File: src/rtl/muldiv.sv
// rtl/muldiv.sv - iterative HI/LO multiply/divide unit, one bit per cycle
module muldiv #(
    parameter int WORD_SIZE = 32
) (
    input  logic                 clk,
    input  logic                 rst_n,
    input  logic                 start,
    input  logic [2:0]           op,
    input  logic [WORD_SIZE-1:0] a,
    input  logic [WORD_SIZE-1:0] b,
    output logic                 busy,
    output logic                 done,
    output logic [WORD_SIZE-1:0] hi,
    output logic [WORD_SIZE-1:0] lo
);
    localparam int W  = WORD_SIZE;
    localparam int CW = $clog2(WORD_SIZE);

    typedef enum logic [1:0] {IDLE, MUL, DIV, DONE} state_t;

    state_t          state_q, state_d;
    logic [CW-1:0]   cnt_q, cnt_d;
    logic [2*W-1:0]  acc_q, acc_d;
    logic [W-1:0]    opb_q, opb_d;
    logic            neg_prod_q, neg_prod_d;
    logic            neg_rem_q, neg_rem_d;
    logic [W-1:0]    hi_q, hi_d;
    logic [W-1:0]    lo_q, lo_d;
    logic            busy_q, busy_d;
    logic            done_q, done_d;

    logic            signed_op;
    logic [W-1:0]    mag_a, mag_b;
    logic [W:0]      sum;
    logic [W:0]      shifted;
    logic [W-1:0]    diff;
    logic            ge;
    logic [2*W-1:0]  mul_next, div_next, prod_fix;
    logic [W-1:0]    quot, rem;

    // Operands are converted to magnitudes on entry; signs are reapplied on the final write.
    assign signed_op = ~op[0];
    assign mag_a     = (signed_op && a[W-1]) ? -a : a;
    assign mag_b     = (signed_op && b[W-1]) ? -b : b;

    // acc holds {partial product, multiplier} for MUL and {remainder, dividend/quotient} for DIV.
    assign sum       = {1'b0, acc_q[2*W-1:W]} + {1'b0, opb_q};
    assign mul_next  = acc_q[0] ? {sum, acc_q[W-1:1]} : {1'b0, acc_q[2*W-1:1]};
    assign prod_fix  = neg_prod_q ? -mul_next : mul_next;

    assign shifted   = {acc_q[2*W-1:W], acc_q[W-1]};
    assign ge        = shifted >= {1'b0, opb_q};
    assign diff      = shifted[W-1:0] - opb_q;
    assign div_next  = {(ge ? diff : shifted[W-1:0]), acc_q[W-2:0], ge};
    assign quot      = div_next[W-1:0];
    assign rem       = div_next[2*W-1:W];

    always_comb begin
        state_d    = state_q;
        cnt_d      = cnt_q;
        acc_d      = acc_q;
        opb_d      = opb_q;
        neg_prod_d = neg_prod_q;
        neg_rem_d  = neg_rem_q;
        hi_d       = hi_q;
        lo_d       = lo_q;
        busy_d     = busy_q;
        done_d     = 1'b0;
        case (state_q)
            IDLE: begin
                if (start) begin
                    case (op)
                        3'b000, 3'b001: begin
                            acc_d      = {{W{1'b0}}, mag_a};
                            opb_d      = mag_b;
                            neg_prod_d = signed_op & (a[W-1] ^ b[W-1]);
                            neg_rem_d  = 1'b0;
                            cnt_d      = '0;
                            busy_d     = 1'b1;
                            state_d    = MUL;
                        end
                        3'b010, 3'b011: begin
                            acc_d      = {{W{1'b0}}, mag_a};
                            opb_d      = mag_b;
                            // A zero divisor must yield an all-ones quotient regardless of signs.
                            neg_prod_d = signed_op & (a[W-1] ^ b[W-1]) & (b != '0);
                            neg_rem_d  = signed_op & a[W-1];
                            cnt_d      = '0;
                            busy_d     = 1'b1;
                            state_d    = DIV;
                        end
                        3'b100:  hi_d = a;
                        3'b101:  lo_d = a;
                        default: ;
                    endcase
                end
            end
            MUL: begin
                acc_d = mul_next;
                cnt_d = cnt_q + CW'(1);
                if (cnt_q == CW'(W - 1)) begin
                    {hi_d, lo_d} = prod_fix;
                    busy_d       = 1'b0;
                    done_d       = 1'b1;
                    state_d      = DONE;
                end
            end
            DIV: begin
                acc_d = div_next;
                cnt_d = cnt_q + CW'(1);
                if (cnt_q == CW'(W - 1)) begin
                    lo_d    = neg_prod_q ? -quot : quot;
                    hi_d    = neg_rem_q ? -rem : rem;
                    busy_d  = 1'b0;
                    done_d  = 1'b1;
                    state_d = DONE;
                end
            end
            default: state_d = IDLE;
        endcase
    end

    always_ff @(posedge clk) begin
        if (!rst_n) begin
            state_q    <= IDLE;
            cnt_q      <= '0;
            acc_q      <= '0;
            opb_q      <= '0;
            neg_prod_q <= 1'b0;
            neg_rem_q  <= 1'b0;
            hi_q       <= '0;
            lo_q       <= '0;
            busy_q     <= 1'b0;
            done_q     <= 1'b0;
        end else begin
            state_q    <= state_d;
            cnt_q      <= cnt_d;
            acc_q      <= acc_d;
            opb_q      <= opb_d;
            neg_prod_q <= neg_prod_d;
            neg_rem_q  <= neg_rem_d;
            hi_q       <= hi_d;
            lo_q       <= lo_d;
            busy_q     <= busy_d;
            done_q     <= done_d;
        end
    end

    assign busy = busy_q;
    assign done = done_q;
    assign hi   = hi_q;
    assign lo   = lo_q;
endmodule

File: config.mk
export PLATFORM = sky130hd
export DESIGN_NAME = muldiv
export DESIGN_NICKNAME = d
export VERILOG_FILES = /design/src/rtl/muldiv.sv
export SDC_FILE = /design/constraint.sdc
export NUM_CORES = 1
export LEC_CHECK = 0
export CAP_MARGIN = 40
export CORE_MARGIN = 2
export CORE_UTILIZATION = 55
export DETAILED_ROUTE_END_ITERATION = 7
export PLACE_DENSITY = 0.78
export SYNTH_ARGS = -nofsm -noshare
export SYNTH_HDL_FRONTEND = slang
export SYNTH_SLANG_ARGS = --single-unit
export TNS_END_PERCENT = 1
File: constraint.sdc
create_clock -name clk -period 4.6 [get_ports clk]
set_input_delay 0.46 -clock clk [delete_from_list [all_inputs] [get_ports clk]]
set_output_delay 0.46 -clock clk [all_outputs]
set_load 0.1 [all_outputs]
==> results.yml <==
yosys:
  ys_ff_latch: 171
  ys_warn_count: 0
  yosys.area.top_type: "dfxtp_1"
  synth_edf_count: 0
  yosysMostFrequentCell: "nor2_1"
  synthCells: 2534
  yosysSeqAreaShare_pct: 19.4
  synth_top_cell_area_share_pct: 19.4
  syn_area_sq_mm: 0.0177
  ys.flop_type: "dfxtp_1"
  async_reset_ff_share_pct: 0
  synth_commonest_cells: "296 x nor2_1, 275 x nand2_1, 249 x a21oi_1"
  avgSynthCellArea_sq_um: 6.97
  synth_cell_type_count: 95
  synth_area_leaders: "dfxtp_1 19%, a21oi_1 7.1%, nor2_1 6.3%"
  syn_nets: 2681
floorplanning:
  core_area_sq_mm: 0.0316
  die_w_microns: 183
  initial_utilization_pct: 56.0
  ios: 136
  die_h_microns: 183
  rows: 65
  dieArea_sq_mm: 0.0336
status:
  violations: "DRC"
  outcome: "finished, violations left"
drt:
  drt-pass1-iter-count: 8
  drtAntennaViolNets: 0
  route.detailed.drc: 9
  viasPerCell: 6.92
  wl_per_cell_microns: 24.3
  drt_iter0_markers: 3067
  finalWirelength_mm: 77.3
  vias: 22000
timing:
  fin_worst_skew_ps: 9.97
  fmax_ghz: 0.222
  slew_violations: 0
  period_share_pct: 98.0
  holdWs_ps: 465
  fin_crit_ps: 4510
  setup-violations-final: 0
  worstMarginPinSlew_ps: 905
  relSlewSlack_pct: 39.5
  rsz0062_at_grt: "true"
  hold_viol: 0
worst_hold_path:
  hp-class: "reg -> reg"
layout:
  antenna_cells: 0
  area_growth_pct: 27.0
  num-nets-final: 2905
  fin_cells: 3173
  fin_area_sq_mm: 0.0224
  drive_gt1_share_pct: 15.3
global_routing:
  grt_pass1_wl_mm: 117
  grt_max_degree: 71
  antenna_found_initial: 0
  track_usage_pct: 44.7
  grt_overflow: 0
  grt_pass1_vias: 20300
critical_path:
  cp_cell_sequence: "inv_1 > ha_2 > a21oi_2 > o21ai_1 > or3_4 > o211ai_1 > o211ai_1 > buf_4 > buf_12 > buf_4 > o21ai_2 > ha_2 > o211ai_1 > or2_1 > or4_1 > a311o_1 > a21oi_2"
  critical_path.max_stage_delay_ps: 480
  endpoint_kind: "register"
  required_ps: 5000
  timing.critical_path.mode_cell: "o211ai_1"
  critPathKind: "reg -> reg"
  crit_fanout: 7
  worstPathArrival_ps: 4910
  start_kind: "register"
  cp_slowest_cell: "o211ai_1"
clock_network:
  cts.clk_slew.worst_paths_ps: 80
  root_buffer: "clkbuf_16"
  h-tree-depth: 4
  cts_buffers: 17
  cts_num_sinks: 171
  cts_max_path_buffers: 2
  tritoncts: "yes"
  clock_latency_ps: 470
  hold_buffers: 0
pwr:
  p_per_area_mw_per_mm2: 597
  finalPower_w: 0.0134
  ir_drop_mv: 0.816
  leakagePower_nw: 8.72
place:
  dp_hpwl_mm: 58.4
  dp.cells: 3132
  numPortBuffers: 135
  gp_congestion: 1.00
  placed_cell_area_sq_mm: 0.0215
run:
  cap_violations: 0
[final timing paths]
check                               start      to  slack [ps]  depth (start not counted)
worst max-delay path            opb_q[10]  hi[28]          90                         17
worst max register to register  opb_q[10]  hi[28]          90                         17
worst min register to register      lo[3]   lo[3]         460                          2
worst min-delay path                lo[3]   lo[3]         460                          2
[cell type report]
type                    instances  area (sq um)
well taps                     402           503
multi-input cells            2074         13400
clock inverters                12           149
clock buffers                  20           457
repair buffers                411          4130
fillers                      2531          9120
inverters                      83           314
flip-flops and latches        171          3440
[layout by cell type, fill, tap and decap left out, types with 67 or more instances in the layout]
master and count:
nor2_1 296, dfxtp_1 160, xnor2_1 113, clkdlybuf4s50_1 135
nor3_1 67, buf_4 197, o21ai_0 137, inv_1 78
a21oi_1 238, nand2_1 275
[metrics by stage]
step                setup slack (ps)  setup TNS [ps]  utilization [%]
floorplan                       3.35               0                -
global placement                 124               0             64.4
detailed placement              12.4               0             68.1
CTS                             12.1               0             70.1
global route                    -107            -155             71.1
finish                          89.9               0             71.1
[repair_timing]
action / 4_1_cts / 5_1_grt
buffers inserted: 1 / 6
gates resized for setup: 1 / 55
pin swaps: 1 / 16
setup endpoints to repair: 1 / 21
[critical path, delay by kind of cell (launching register included)]
family	cells	cell delay, ps
AND/OR/NAND/NOR	3	1180
adder cells (fa/ha/maj)	2	500
AO/OA/AOI/OAI	8	1840
buffers and inverters	4	550
flip-flops	1	350
[sequential cells by signal, indices dropped and copies added (netlist names)]
register / count
done: 1
hi: 32
acc_q: 64
state_q: 2
lo: 32
neg_rem_q: 1
cnt_q: 5
busy: 1
opb_q: 32
neg_prod_q: 1
[metal layers]
metal | vias up | wire, microns | track usage (%)
li1 | 9789 | - | -
met1 | 10300 | 29900 | 57.4
met2 | 1537 | 33100 | 68.0
met3 | 320 | 9860 | 13.5
met4 | 0 | 4450 | 22.0
met5 | - | 0 | 0
[where the power goes]
group / internal, W / switching, W / leakage [nW]
logic: 0.00336 / 0.00614 / 7.03
registers: 0.00186 / 0.000461 / 1.40
clock network: 0.000846 / 0.000736 / 0.295
[cells by family (layout without fill, tap and decap cells)]
kind of cell / after synthesis / in the layout / share of synthesized area, %
flip-flops: 171 / 171 / 19.4
AO/OA/AOI/OAI: 859 / 859 / 32.7
buffers and inverters: 289 / 526 / 6.27
adder cells (fa/ha/maj): 77 / 77 / 5.54
XOR/XNOR: 174 / 174 / 8.63
multiplexers: 49 / 49 / 2.86
AND/OR/NAND/NOR: 915 / 915 / 24.6
Note: power is estimated with default switching activity, not from simulation.
